### src/rtl/wind_pkg.sv
// wind_pkg: shared wind/source encodings and sequencing helpers
package wind_pkg;
   typedef enum logic [1:0] {CALM = 2'b00, R2L = 2'b01, L2R = 2'b10} wind_t;
   typedef enum logic [1:0] {IDLE = 2'b00, MANUAL = 2'b01, AUTO = 2'b10} src_t;
   function automatic wind_t next_seg(input wind_t s);
      return s == CALM ? R2L : s == R2L ? L2R : CALM;
   endfunction
   function automatic wind_t man_code(input logic [1:0] m);
      return m == 2'b11 ? L2R : wind_t'(m);
   endfunction
endpackage

### src/rtl/wind_scheduler_if.sv
// wind_scheduler_if: command inputs and stepped wind outputs of the scheduler
interface wind_scheduler_if;
   import wind_pkg::*;
   logic man_valid;
   logic [1:0] man_w;
   logic auto_en;
   logic pause;
   wind_t w;
   logic step;
   src_t mode;
   wind_t seg;
   modport master(output man_valid, man_w, auto_en, pause, input w, step, mode, seg);
   modport slave(input man_valid, man_w, auto_en, pause, output w, step, mode, seg);
endinterface

### src/rtl/tick_prescaler.sv
// tick_prescaler: divides clk into a one-cycle tick every TICK_DIV cycles, freezable
module tick_prescaler #(
   parameter int TICK_DIV = 25000000,
   parameter int DIV_W = $clog2(TICK_DIV)
) (
   input logic clk,
   input logic reset,
   input logic pause,
   output logic tick
);
   logic [DIV_W-1:0] div_cnt;
   logic wrap;
   assign wrap = div_cnt == DIV_W'(TICK_DIV - 1);
   assign tick = wrap && !pause;
   // free-running divider that holds its count while paused
   always_ff @(posedge clk or negedge reset)
      if (!reset) div_cnt <= '0;
      else if (!pause) div_cnt <= wrap ? '0 : div_cnt + DIV_W'(1);
endmodule

### src/rtl/wind_scheduler.sv
// wind_scheduler: arbitrates manual/auto wind source and issues stepped wind codes
module wind_scheduler
   import wind_pkg::*;
#(
   parameter int TICK_DIV = 25000000,
   parameter int DWELL = 8,
   parameter int DIV_W = $clog2(TICK_DIV),
   parameter int DWELL_W = $clog2(DWELL) + 1
) (
   input logic clk,
   input logic reset,
   wind_scheduler_if.slave bus
);
   src_t state, nxt;
   wind_t seg_e;
   logic [DWELL_W-1:0] dwell, dwell_e;
   logic tick, restart, last;
   tick_prescaler #(.TICK_DIV(TICK_DIV), .DIV_W(DIV_W)) u_pre (
      .clk(clk),
      .reset(reset),
      .pause(bus.pause),
      .tick(tick)
   );
   // source arbitration; a fresh entry into AUTO sees the program already restarted
   always_comb begin
      nxt = bus.man_valid ? MANUAL : bus.auto_en ? AUTO : IDLE;
      restart = nxt == AUTO && state != AUTO;
      seg_e = restart ? CALM : bus.seg;
      dwell_e = restart ? '0 : dwell;
      last = dwell_e == DWELL_W'(DWELL - 1);
   end
   // source state register
   always_ff @(posedge clk or negedge reset)
      if (!reset) state <= IDLE;
      else state <= nxt;
   // step strobe, wind code and auto program, all advancing only on ticks
   always_ff @(posedge clk or negedge reset)
      if (!reset) begin
         bus.step <= 1'b0;
         bus.w <= CALM;
         bus.seg <= CALM;
         dwell <= '0;
      end else begin
         bus.step <= tick;
         if (tick) bus.w <= nxt == MANUAL ? man_code(bus.man_w) : nxt == AUTO ? seg_e : CALM;
         if (tick && nxt == AUTO) begin
            bus.seg <= last ? next_seg(seg_e) : seg_e;
            dwell <= last ? '0 : dwell_e + DWELL_W'(1);
         end else if (restart) begin
            bus.seg <= CALM;
            dwell <= '0;
         end
      end
   assign bus.mode = state;
endmodule

### src/flat_wrapper.sv
// flat-port wrapper written by rule: the top's interface ports become plain ports
module wind_scheduler_flat import wind_pkg::*;
#(
   parameter int TICK_DIV = 25000000,
   parameter int DWELL = 8,
   parameter int DIV_W = $clog2(TICK_DIV),
   parameter int DWELL_W = $clog2(DWELL) + 1
)
  (clk, reset, bus_man_valid, bus_man_w, bus_auto_en, bus_pause, bus_w, bus_step, bus_mode, bus_seg);
  wind_scheduler_if bus_i ();
  input logic clk;
  input logic reset;
  input wire logic [$bits(bus_i.man_valid)-1:0] bus_man_valid;
  input wire logic [$bits(bus_i.man_w)-1:0] bus_man_w;
  input wire logic [$bits(bus_i.auto_en)-1:0] bus_auto_en;
  input wire logic [$bits(bus_i.pause)-1:0] bus_pause;
  output wire logic [$bits(bus_i.w)-1:0] bus_w;
  output wire logic [$bits(bus_i.step)-1:0] bus_step;
  output wire logic [$bits(bus_i.mode)-1:0] bus_mode;
  output wire logic [$bits(bus_i.seg)-1:0] bus_seg;
  assign bus_i.man_valid = bus_man_valid;
  assign bus_i.man_w = bus_man_w;
  assign bus_i.auto_en = bus_auto_en;
  assign bus_i.pause = bus_pause;
  assign bus_w = bus_i.w;
  assign bus_step = bus_i.step;
  assign bus_mode = bus_i.mode;
  assign bus_seg = bus_i.seg;
  wind_scheduler #(.TICK_DIV(TICK_DIV), .DWELL(DWELL), .DIV_W(DIV_W), .DWELL_W(DWELL_W)) u_core (.clk(clk), .reset(reset), .bus(bus_i));
endmodule
### config.mk
export PLATFORM = sky130hd
export DESIGN_NAME = wind_scheduler_flat
export DESIGN_NICKNAME = d
export VERILOG_FILES = /design/src/rtl/wind_pkg.sv /design/src/rtl/wind_scheduler_if.sv /design/src/rtl/tick_prescaler.sv /design/src/rtl/wind_scheduler.sv /design/src/flat_wrapper.sv
export SDC_FILE = /design/constraint.sdc
export NUM_CORES = 1
export LEC_CHECK = 0
export BUFFER_PORTS_ARGS = -buffer_cell sky130_fd_sc_hd__buf_4
export CAP_MARGIN = 20
export CORE_MARGIN = 10
export CORE_UTILIZATION = 40
export CTS_CLUSTER_SIZE = 25
export DETAILED_ROUTE_END_ITERATION = 6
export PLACE_DENSITY_LB_ADDON = 0.05
export SYNTH_ARGS = -nofsm -noshare
export SYNTH_HDL_FRONTEND = slang
export SYNTH_SLANG_ARGS = --single-unit
### constraint.sdc
create_clock -name clk -period 2 [get_ports clk]
set_clock_uncertainty 0.05 [all_clocks]
set_input_delay 0.2 -clock clk [delete_from_list [all_inputs] [get_ports clk]]
set_output_delay 0.2 -clock clk [all_outputs]
set_load 0.02 [all_outputs]
==> results by stage, run 1 <==
STA:
- The count of endpoints failing hold in the final timing report came to 0.
- In the post-route analysis, the smallest setup slack over all paths is 65.40 ps.
- The final count of negative-setup-slack endpoints is 0.
- Headroom to the max-slew limit came out at 0.6924.
- The part of the cycle the worst path needs is 0.9673.
- Subtracting the final worst setup slack from the clock period gives 1935 ps.
- The count of pins over their slew limit was 0.
- The worst-margin pin slew is ~460 ps.
- The upper clock frequency limit is between 500 and 600 MHz.
- The tightest hold margin is approximately 170 ps.

Floorplan:
- The I/O pin total is 14.
- The initial utilization of the core area, before any placement, comes to 0.4183.
- The die height is 84.91 µm.
- The number of standard-cell rows in the floorplan is 23.
- The floorplan step defined a die boundary enclosing 7210 µm².
- In this run the standard cell core region covers 4029 µm².
- The floorplan step set the die width to 84.91 µm.

Worst setup path:
- The delay of the slowest critical-path stage is 470 ps.
- The required time reported for the critical path endpoint is between 2000 and 2500 ps.
- The buffering stage count on the worst path with inverters included is 0.
- Of all nets on the critical path, the largest fanout is 5.
- The worst setup path is of the register to register kind.
- Among cell families on the critical path, the largest total delay comes from simple AND/OR/NAND/NOR gates.
- The signal arrival time at the worst endpoint is between 2000 and 2500 ps.
- The kind of end point of the critical path is a register.
- The critical path launch point type is a register.
- The library cell contributing the largest single delay on the critical path is sky130_fd_sc_hd__or4_1.
- Traced cell by cell, the critical path runs through ha_1 -> and3b_2 -> nand2_2 -> or3_4 -> or4_1 -> a21boi_1.

Clock tree:
- The tree built by TritonCTS fans out to 36 sinks.
- TritonCTS built the clock tree.
- The clock insertion delay at the later pin of the skew report is 290 ps.
- The clock input transition at the sequential cells of the worst setup and hold paths is 70 ps.
- The clock tree synthesis step divided the H-tree into 2 levels.
- The root buffer selected by CTS is sky130_fd_sc_hd__clkbuf_8.
- The clock passes through at most 2 buffers.
- The number of CTS-inserted buffers is 5.

Yosys:
- By area the synthesized netlist is led by sky130_fd_sc_hd__dfrtp_1, sky130_fd_sc_hd__xnor2_1, sky130_fd_sc_hd__xor2_1.
- The mean cell area of the mapped netlist is 10.73 µm².
- Counting flops with a built-in enable in the synthesized netlist gives 0.
- In the synthesized netlist the dominant register cell turns out to be sky130_fd_sc_hd__dfrtp_1.
- In the synthesized netlist the async set-or-reset flop fraction comes to 1.000.
- Yosys mapped the design onto 39 distinct sky130hd cell types.
- The sequential area share after synthesis is 0.5345.
- The post-synth design cell area is around 1700 µm².
- sky130_fd_sc_hd__dfrtp_1 takes more of the synthesized area than any other cell.
- The net count after synthesis is 166.
- The cell count after synthesis is 157.
- The flip-flop and latch count after synthesis is 36.
- The total number of yosys warnings is 0.
- The share of synthesized area in the top cell type comes to 0.5345.

Status:
- The run finished with clean final reports.

Flow run:
- The number of max-cap violations is 0.

Power:
- In this run the power spent charging and discharging nets is 474.6 µW.
- The part of the total power dissipated in the clock network is 0.348.
- The switching power as a share of total power is 0.2593.
- The worst-case IR drop observed on VDD is 0.0006616 V.
- For this design the static power due to leakage is 0.9968 nW.
- The sequential group share of total power is 0.469.
- The combinational share of power is 0.184.
- The power density over the cells is 865.0 nW/µm².
- The internal portion of the total power is 1.355 mW.

Place:
- The instance area after placement is 1957 µm².
- In this run the tool buffered the top-level ports with 13 buffer cells.
- The post-detailed-placement half-perimeter wirelength is 2517 µm.
- Before CTS, the worst setup slack after placement is 12.24 ps.
- The weighted congestion reported at the end of routability-driven placement is 0.7643.

Global route:
- The combined global-route utilization of all metal layers is 0.1007.
- Entering global routing, the biggest net connects 37 pins.
- The via count of the first global-routing pass is 1,264.
- The number of antenna violations at the first check in global routing was 0.
- The first global-routing pass estimated ~6000 µm of wire.
- The total congestion overflow after global routing is 0.

Routing:
- The post-route DRC violation count is 0.
- The detailed-route wire length is 3493 µm.
- For this block, the via count after detailed routing is 1,269.
- The number of iterations in the first detailed-routing pass is 4.
- The detail route stage leaves a number of antenna-violating nets equal to 0.
- The per-cell routed wire length is 14.14 µm.
- The first routing iteration left 55 violations.
- After detailed routing, the number of vias per cell comes to a little over 5.

Layout:
- The finished cells cover ~2100 µm².
- The total inserted antenna cells is 0.
- The share of layout cells above drive strength 1 is 0.2487.
- The number of nets in the finished design is 205.
- The area growth from synthesis to layout is 25.54%.

Worst hold path:
- In this run the worst hold path is classified as primary input to register.
synthesized netlist by cell type (2+ instances only):
| master | instances |
|---|---|
| sky130_fd_sc_hd__nor4_2 | 2 |
| sky130_fd_sc_hd__nand3_1 | 12 |
| sky130_fd_sc_hd__nand2_1 | 16 |
| sky130_fd_sc_hd__o21ai_0 | 5 |
| sky130_fd_sc_hd__nor3_1 | 2 |
| sky130_fd_sc_hd__inv_1 | 2 |
| sky130_fd_sc_hd__xor2_1 | 10 |
| sky130_fd_sc_hd__mux2i_1 | 5 |
| sky130_fd_sc_hd__and3_1 | 3 |
| sky130_fd_sc_hd__nor2_1 | 13 |
| sky130_fd_sc_hd__xnor2_1 | 11 |
| sky130_fd_sc_hd__nand3b_1 | 3 |
| sky130_fd_sc_hd__ha_1 | 2 |
| sky130_fd_sc_hd__dfrtp_1 | 36 |
| sky130_fd_sc_hd__and2_1 | 2 |
| sky130_fd_sc_hd__clkbuf_1 | 3 |
| sky130_fd_sc_hd__nand4_1 | 8 |
layout by cell type, fill, tap and decap left out, types with 3 or more instances in the layout:
master	synthesis	routed
sky130_fd_sc_hd__dfrtp_1	36	36
sky130_fd_sc_hd__nand4_1	8	8
sky130_fd_sc_hd__nand3_1	12	12
sky130_fd_sc_hd__mux2i_1	5	5
sky130_fd_sc_hd__and3_1	3	3
sky130_fd_sc_hd__nand3b_1	3	3
sky130_fd_sc_hd__clkbuf_8	0	5
sky130_fd_sc_hd__xor2_1	10	10
sky130_fd_sc_hd__buf_4	0	34
sky130_fd_sc_hd__xnor2_1	11	11
sky130_fd_sc_hd__nand2_1	16	16
sky130_fd_sc_hd__o21ai_0	5	5
sky130_fd_sc_hd__nor2_1	13	13
layer usage:
metal / track usage / vias up / wire (µm)
li1: - / 628 / -
met4: 0.04042 / 0 / 66
met2: 0.1599 / 14 / 1674
met5: 0 / - / 0
met1: 0.1162 / 618 / 1609
met3: 0.04398 / 9 / 143
flip-flops by register name, indices dropped and copies added (netlist names):
name and cells:
u_core.bus.mode 2, u_core.bus.step 1, u_core.bus.seg 2, u_core.dwell 4
u_core.u_pre.div_cnt 25, u_core.bus.w 2
power groups by stage:
stage	logic (mW)	clock network (mW)	registers, mW
after floorplan	0.136	0	0.878
after global placement	0.291	0	0.863
after detailed placement	0.300	0	0.871
after CTS	0.305	0.652	0.856
after global routing	0.377	0.696	0.864
final	0.336	0.636	0.857
metrics by stage:
stage                     TNS [ps]    util  instances  total power, mW
after floorplan                  0       -        157            1.014
after global placement           0  0.4857        233            1.154
after detailed placement         0  0.4857        233            1.170
after CTS                        0  0.5177        243            1.813
after global routing        -8.092  0.5252        247            1.937
final                            0  0.5252        247            1.830
cell type report:
| type | count | area [µm²] |
|---|---|---|
| Clock buffer | 6 | 72.57 |
| Clock inverter | 2 | 35.03 |
| Fill cell | 379 | 1913 |
| Inverter | 2 | 7.507 |
| Multi-Input combinational cell | 115 | 762.0 |
| Sequential cell | 36 | 900.9 |
| Tap cell | 50 | 62.56 |
| Timing Repair Buffer | 36 | 275.3 |
repair_timing:
| action | 4_1_cts | 5_1_grt |
|---|---|---|
| resized for setup | 1 | 1 |
| endpoints found under the hold margin | 37 | 0 |
| buffers inserted | 0 | 4 |
| pin swaps | 0 | 1 |
| cloned | 0 | 0 |
| hold buffers | 2 | 0 |
| setup endpoints to repair | 1 | 4 |
path summary, 6_finish.rpt:
check,from,endpoint,slack [ps],cells after the start
min reg2reg,u_core.u_pre.div_cnt[20],u_core.u_pre.div_cnt[20],430,1
max,u_core.u_pre.div_cnt[0],u_core.dwell[3],70,6
max reg2reg,u_core.u_pre.div_cnt[0],u_core.dwell[3],70,6
min,bus_pause,u_core.u_pre.div_cnt[0],170,3
min in group asynchronous,reset,u_core.bus.step,350,2
max in group asynchronous,reset,u_core.u_pre.div_cnt[0],1220,2
worst reg2reg max path: stages (launching register included):
cell and delay (ps):
sky130_fd_sc_hd__dfrtp_1 360, sky130_fd_sc_hd__ha_1 160, sky130_fd_sc_hd__and3b_2 200, sky130_fd_sc_hd__nand2_2 70, sky130_fd_sc_hd__or3_4 400, sky130_fd_sc_hd__or4_1 480, sky130_fd_sc_hd__a21boi_1 140
cell families (layout without fill, tap and decap cells):
logic type	Yosys count	after routing	synth area share
adders and majority gates	2	2	0.01485
xor gates and xnor gates	21	21	0.1091
DFF	36	36	0.5345
buffers and inverters	6	46	0.01410
muxes	6	6	0.03638
and+or+nand+nor	74	74	0.2465
AOI/OAI and AO/OA	12	12	0.04455
No activity file was read; power rests on OpenSTA's default activity.
==> inputs of run 2 (changes only) <==
--- a/config.mk
+++ b/config.mk
@@ -7,6 +7,7 @@
 export LEC_CHECK = 0
 export BUFFER_PORTS_ARGS = -buffer_cell sky130_fd_sc_hd__buf_4
 export CAP_MARGIN = 20
+export CORE_ASPECT_RATIO = 0.5
 export CORE_MARGIN = 10
 export CORE_UTILIZATION = 40
 export CTS_CLUSTER_SIZE = 25
==> run 2 against run 1 <==
Cell count rose by 0.81%. Combinational power fell by 11%. Design area rose by 0.65%. Sequential share of layout area fell by 0.28 points. Worst hold slack got worse by 5.6 ps. First-iteration DRC count fell by 60%.
==> results by stage, run 2 (same netlist as run 1, synthesis figures left out) <==
Worst setup path:
- At the worst endpoint, the arrival time is 2040 ps.
- The kind of end point of the critical path is a register.
- The setup slack of the most critical reg-to-reg path is 120 ps.
- Along the worst path, the maximum fanout reaches 5.
- The worst setup path is launched from a register.
- By startpoint and endpoint, the worst setup path is classified as register to register.
- Data on the critical path is required at its endpoint by 2170 ps.

Place:
- In this run the tool buffered the top-level ports with 13 buffer cells.
- The weighted congestion reported at the end of routability-driven placement is 0.7758.
- The wire-length estimate of the detail-placed layout is 2375 µm.
- The instance area after placement is 1969 µm².
- The cell count after placement is 238.

Clock tree:
- The clock insertion delay at the later pin of the skew report is 280 ps.
- The sink count of the clock tree is 36.
- CTS placed an instance of sky130_fd_sc_hd__clkbuf_8 at the clock tree root.
- The clock passes through at most 2 buffers.
- After clock tree synthesis, the clock-pin slew on the worst setup and hold paths is about 80 ps.
- The number of H-tree branching levels is 2.
- The number of CTS-inserted buffers is 5.
- The TritonCTS clock tree is yes.

STA:
- After routing, the total negative slack on setup checks comes to 0 ps.
- Setup repair after global routing left no endpoint under its margin.
- The post-route minimum period is roughly 1900 ps.
- The part of the cycle the worst path needs is 0.9382.
- Setup violations remaining at the end of the flow were counted as 0.
- Timing would allow up to 532.9 MHz.
- The count of pins over their slew limit is 0.
- The worst-margin pin slew is 464.8 ps.
- The tightest hold margin is roughly 160 ps.
- The count of endpoints failing hold in the final timing report came to 0.
- The worst slew margin relative to its limit is 0.6902.

Power:
- The worst-case IR drop observed on VDD is 0.0002858 V.
- In this run the static leakage power is 0.9951 nW.
- For this design the ratio of total power to cell area is 838.9 nW/µm².
- The total power after layout is 1.786 mW.

Status:
- The flow ran to the end, and the final reports show no timing, DRC or antenna violations.

Floorplan:
- The floorplan step set the die height to roughly 66 µm.
- The initial utilization of the core area, before any placement, comes to 0.4231.
- For this design the top-level I/O count stands at 14.
- The die covers about 7400 µm².
- The number of standard-cell rows in the floorplan is 16.
- The area of the core is 3984 µm².
- The die is 111.8 µm wide.

Routing:
- The via total after detailed routing is ~1,300.
- The per-cell routed wire length is 13.08 µm.
- The first routing iteration left 22 violations.
- For this run, design rule violations remaining after detail routing come to 0.
- After detailed routing, the total wire length is 3256 µm.
- In this run the remaining antenna-violating nets after routing total 0.
- For this run, the detailed router's first-pass iteration total came to 4.
- Using the TritonRoute via totals, the vias-per-cell ratio works out to between 5 and 6.

Layout:
- The register with the most flip-flops in the layout has 25 of them.
- The most flop-heavy register is u_core.u_pre.div_cnt.
- The commonest non-fill, non-tap cell in the layout is sky130_fd_sc_hd__dfrtp_1.
- The share of layout cells above drive strength 1 is 0.2667.
- Compared with the post-synthesis result, the final layout area differs by 26.35%.
- The repair_antennas step left the layout with diodes totalling 0.
- The number of nets in the finished design is 203.
- In the layout the commonest cells are sky130_fd_sc_hd__dfrtp_1, sky130_fd_sc_hd__buf_4, sky130_fd_sc_hd__nand2_1.
- The largest registers in the layout are u_core.u_pre.div_cnt (25), u_core.dwell (4).
- The post-layout instance area is roughly 2100 µm².
- The post-layout instance count excluding filler cells is 249.

Global route:
- Entering global routing, the biggest net connects 37 pins.
- In the global route stage, overall resource usage came out at 0.09263.
- The wire length of the first global-routing pass is 5568 µm.
- After global routing the overflow that remains totals 0.
- The number of antenna violations at the first check in global routing was 0.
- The via count of the first global-routing pass is 1,218.

Worst hold path:
- In this run the worst hold path is classified as primary input to register.

Flow run:
- Max-cap violations in this run came to 0.
run 2: path summary, 6_finish.rpt:
path | start | to | depth (start not counted)
setup / recovery | u_core.u_pre.div_cnt[1] | u_core.dwell[3] | 6
hold / removal | bus_man_w[1] | u_core.bus.w[1] | 3
setup reg to reg | u_core.u_pre.div_cnt[1] | u_core.dwell[3] | 6
hold reg to reg | u_core.u_pre.div_cnt[20] | u_core.u_pre.div_cnt[20] | 1
max in group asynchronous | reset | u_core.u_pre.div_cnt[23] | 2
min in group asynchronous | reset | u_core.u_pre.div_cnt[3] | 2
run 2: report_power, final:
part | internal (mW) | leakage, nW | switching, mW
Combinational | 0.158 | 0.453 | 0.140
Clock | 0.369 | 0.0541 | 0.265
Sequential | 0.799 | 0.488 | 0.0554
Total | 1.33 | 0.995 | 0.460
run 2: area by class of cell:
class                   count  area [µm²]
clock buffers               5       68.82
clock inverters             3       42.54
fillers                   362        1854
inverters                   2       7.507
multi-input cells         115       782.0
flip-flops and latches     36       900.9
well taps                  54       67.56
repair buffers             34       260.3
run 2: repair_timing:
action                                  4_1_cts  5_1_grt
endpoints found under the setup margin        0        3
hold endpoints to repair                     37        0
gates resized for setup                       0        6
hold buffers                                  2        0
buffers inserted                              0        1
run 2: through the flow:
stage	worst slack, ps	utilization
3_5_place_dp	45.00	0.4943
5_1_grt	37.60	0.5345
3_3_place_gp	67.97	0.4943
4_1_cts	0.5593	0.5273
6_report	123.5	0.5345
2_1_floorplan	74.64	-
run 2: metal layers:
| layer | vias to the layer above | wire length [µm] | track usage |
|---|---|---|---|
| met5 | - | 0 | 0 |
| li1 | 625 | - | - |
| met4 | 0 | 16 | 0.02389 |
| met3 | 2 | 172 | 0.04257 |
| met1 | 606 | 1775 | 0.1249 |
| met2 | 17 | 1292 | 0.1293 |
run 2: worst max-delay path, stage by stage (launching register included):
cell,delay [ps]
sky130_fd_sc_hd__dfrtp_1,360
sky130_fd_sc_hd__ha_2,190
sky130_fd_sc_hd__and3b_2,200
sky130_fd_sc_hd__nand2_2,60
sky130_fd_sc_hd__or3_4,400
sky130_fd_sc_hd__or4_4,430
sky130_fd_sc_hd__a21boi_2,120
==> inputs of run 3 (changes only) <==
--- a/config.mk
+++ b/config.mk
@@ -12,7 +12,7 @@
 export CORE_UTILIZATION = 40
 export CTS_CLUSTER_SIZE = 25
 export DETAILED_ROUTE_END_ITERATION = 6
-export PLACE_DENSITY_LB_ADDON = 0.05
+export PLACE_DENSITY = 0.66
 export SYNTH_ARGS = -nofsm -noshare
 export SYNTH_HDL_FRONTEND = slang
 export SYNTH_SLANG_ARGS = --single-unit
==> constraint.sdc (replaced) <==
create_clock -name clk -period 2.1 [get_ports clk]
set_clock_uncertainty 0.05 [all_clocks]
set_input_delay 0.21 -clock clk [delete_from_list [all_inputs] [get_ports clk]]
set_output_delay 0.21 -clock clk [all_outputs]
set_load 0.02 [all_outputs]
==> run 3 against run 2 <==
Fmax decreased by 7.6%. Power decreased by 12%. Setup slack got worse by 54 ps. Clock-buffer cell count increased by 3. Largest power group unchanged. Combinational power decreased by 21%. Cell count decreased by 3.2%. Design area decreased by 4.3%.
==> results by stage, run 3 (same netlist as run 1, synthesis figures left out) <==
Status:
- The run finished with clean final reports.

Routing:
- The post-route DRC violation count is 0.
- The routed layout has 1,242 vias.
- The detailed router finished its first iteration with 42 violations.
- After detailed routing, the number of vias per cell comes to 5.154.
- The remaining antenna violation count is 0.
- The number of iterations in the first detailed-routing pass is 4.
- The per-cell routed wire length is 13.65 µm.
- The detailed-route wire length is 3289 µm.

Power:
- The total net switching power is 421.2 µW.
- In this run the power density over the cells is 774.9 nW/µm².
- The combinational share of power is 0.150.
- Of the total power, registers draw 0.531.
- The switching power as a share of total power is 0.2667.
- Summed over all cells, the static leakage comes to roughly 0.94 nW.
- IR analysis of the VDD net gives a maximum drop of 0.0004160 V.
- Internal power comes to 1.158 mW.
- The part of the total power dissipated in the clock network is 0.320.

Layout:
- The post-layout instance count excluding filler cells is approximately 240.
- In the final layout, the registers with the most flip-flops are u_core.u_pre.div_cnt (25), u_core.dwell (4).
- The area growth from synthesis to layout is 20.94%.
- The final standard cell utilization of the core is 0.5116.
- Leaving out fill and tap cells, the most frequent cell in the layout is sky130_fd_sc_hd__dfrtp_1.
- In the layout the commonest cells are sky130_fd_sc_hd__dfrtp_1, sky130_fd_sc_hd__buf_4, sky130_fd_sc_hd__nand2_1.
- The net count of the finished layout is between 150 and 200.
- The total of fill cells in the finished design is around 350.
- The most flop-heavy register is u_core.u_pre.div_cnt.
- The register with the most flip-flops in the layout has 25 of them.
- The share of layout cells above drive strength 1 is 0.2139.
- The repair_antennas step left the layout with diodes totalling 0.

Global route:
- The via count of the first global-routing pass is roughly 1,200.
- The largest net degree at the start of global routing is 37.
- The number of antenna violations at the first check in global routing was 0.
- The total congestion overflow after global routing is 0.
- The combined global-route utilization of all metal layers is 0.09474.
- The first global-routing pass estimated 5768 µm of wire.

Clock tree:
- Clock-pin slew was measured on the worst setup and hold paths at 70 ps.
- The root buffer selected by CTS is sky130_fd_sc_hd__clkbuf_8.
- The sink count of the clock tree is 36.
- The number of H-tree branching levels is 2.
- In this run, CTS created clock tree buffers numbering 5.
- The clock insertion delay at the later pin of the skew report is slightly below 300 ps.
- TritonCTS built the clock tree.
- No sink is reached through more buffers than the 2 on the longest clock path.

STA:
- The count of pins over their slew limit was 0.
- For the finished layout, the period the worst path requires is 2031 ps.
- Timing would allow up to 492.5 MHz.
- The count of endpoints failing hold in the final timing report came to 0.
- The worst-margin pin slew is 444.3 ps.
- Setup violations remaining at the end of the flow were counted as 0.
- The part of the cycle the worst path needs is 0.9669.
- The worst slew margin relative to its limit is 0.7038.
- Final hold analysis gives a worst-case slack of 177.8 ps.

Place:
- At the end of routability-driven placement, the weighted congestion stood at about 0.8.
- The count of buffers from port buffering is 13.
- The post-detailed-placement half-perimeter wirelength is 2352 µm.
- The cell count after placement is between 200 and 250.

Floorplan:
- The die height is 65.90 µm.
- In this run the core area contains 16 standard-cell rows.
- The floorplan die width is 111.8 µm.
- The area of the core is around 4000 µm².
- The I/O pin total is 14.
- For this configuration, the core starts out at a cell density of 0.4231.
- The die covers 7367 µm².

Worst setup path:
- The signal arrival time at the worst endpoint is 2200 ps.
- The critical path launch point type is a register.
- The required time reported for the critical path endpoint is 2270 ps.
- The maximum fanout encountered on the critical timing path is 5.
- The kind of end point of the critical path is a register.
- The worst setup path category is register to register.

Worst hold path:
- The worst hold path belongs to the class primary input to register.

Flow run:
- Max-cap violations in this run came to 0.
[run 3: power groups by stage]
| stage | logic, mW | registers (mW) | clock network [mW] |
|---|---|---|---|
| 2_1_floorplan | 0.130 | 0.836 | 0 |
| 3_3_place_gp | 0.197 | 0.841 | 0 |
| 3_5_place_dp | 0.206 | 0.848 | 0 |
| 4_1_cts | 0.208 | 0.835 | 0.519 |
| 5_1_grt | 0.272 | 0.850 | 0.549 |
| 6_report | 0.236 | 0.838 | 0.505 |
[run 3: worst paths after layout]
check	slack, ps	endpoint	depth (start not counted)	from
setup / recovery	70	u_core.dwell[3]	6	u_core.u_pre.div_cnt[1]
hold / removal	180	u_core.u_pre.div_cnt[0]	3	bus_pause
setup reg to reg	70	u_core.dwell[3]	6	u_core.u_pre.div_cnt[1]
hold reg to reg	440	u_core.u_pre.div_cnt[20]	1	u_core.u_pre.div_cnt[20]
max in group asynchronous	1320	u_core.u_pre.div_cnt[24]	2	reset
min in group asynchronous	360	u_core.bus.mode[0]	2	reset
[run 3: repair_timing]
action	in CTS	in global routing
endpoints found under the hold margin	37	0
endpoints found under the setup margin	0	4
resized for setup	0	4
hold buffers	2	0
setup buffers	0	2
[run 3: area by class of cell]
type                    count  area [µm²]  area share
well taps                  54       67.56     0.03315
flip-flops and latches     36       900.9      0.4420
clock buffers               8       90.09     0.04420
inverters                   2       7.507    0.003683
multi-input cells         115       772.0      0.3788
repair buffers             26       200.2     0.09822
[run 3: worst max-delay path, stage by stage (launching register included)]
cell	delay, ps
sky130_fd_sc_hd__dfrtp_1	400
sky130_fd_sc_hd__ha_2	210
sky130_fd_sc_hd__and3b_2	210
sky130_fd_sc_hd__nand2_2	70
sky130_fd_sc_hd__or3_4	400
sky130_fd_sc_hd__or4_1	470
sky130_fd_sc_hd__a21boi_1	150
[run 3: through the flow]
stage / setup WS [ps] / instance area, µm² / total power, mW / TNS (ps)
CTS: 29.97 / 2012 / 1.562 / 0
global placement: 127.5 / 1902 / 1.038 / 0
detailed placement: 71.15 / 1902 / 1.053 / 0
global route: -9.792 / 2038 / 1.671 / -9.792
finish: 69.44 / 2038 / 1.579 / 0
floorplan: 174.6 / 1685 / 0.9654 / 0
[run 3: per-layer routing]
layer  part of all wire  routed length [µm]  GRT usage
met1               0.51                1661     0.1196
met2               0.44                1449     0.1423
met3              0.043                 140    0.03442
met4              0.011                  37    0.04299
met5                  0                   0          0
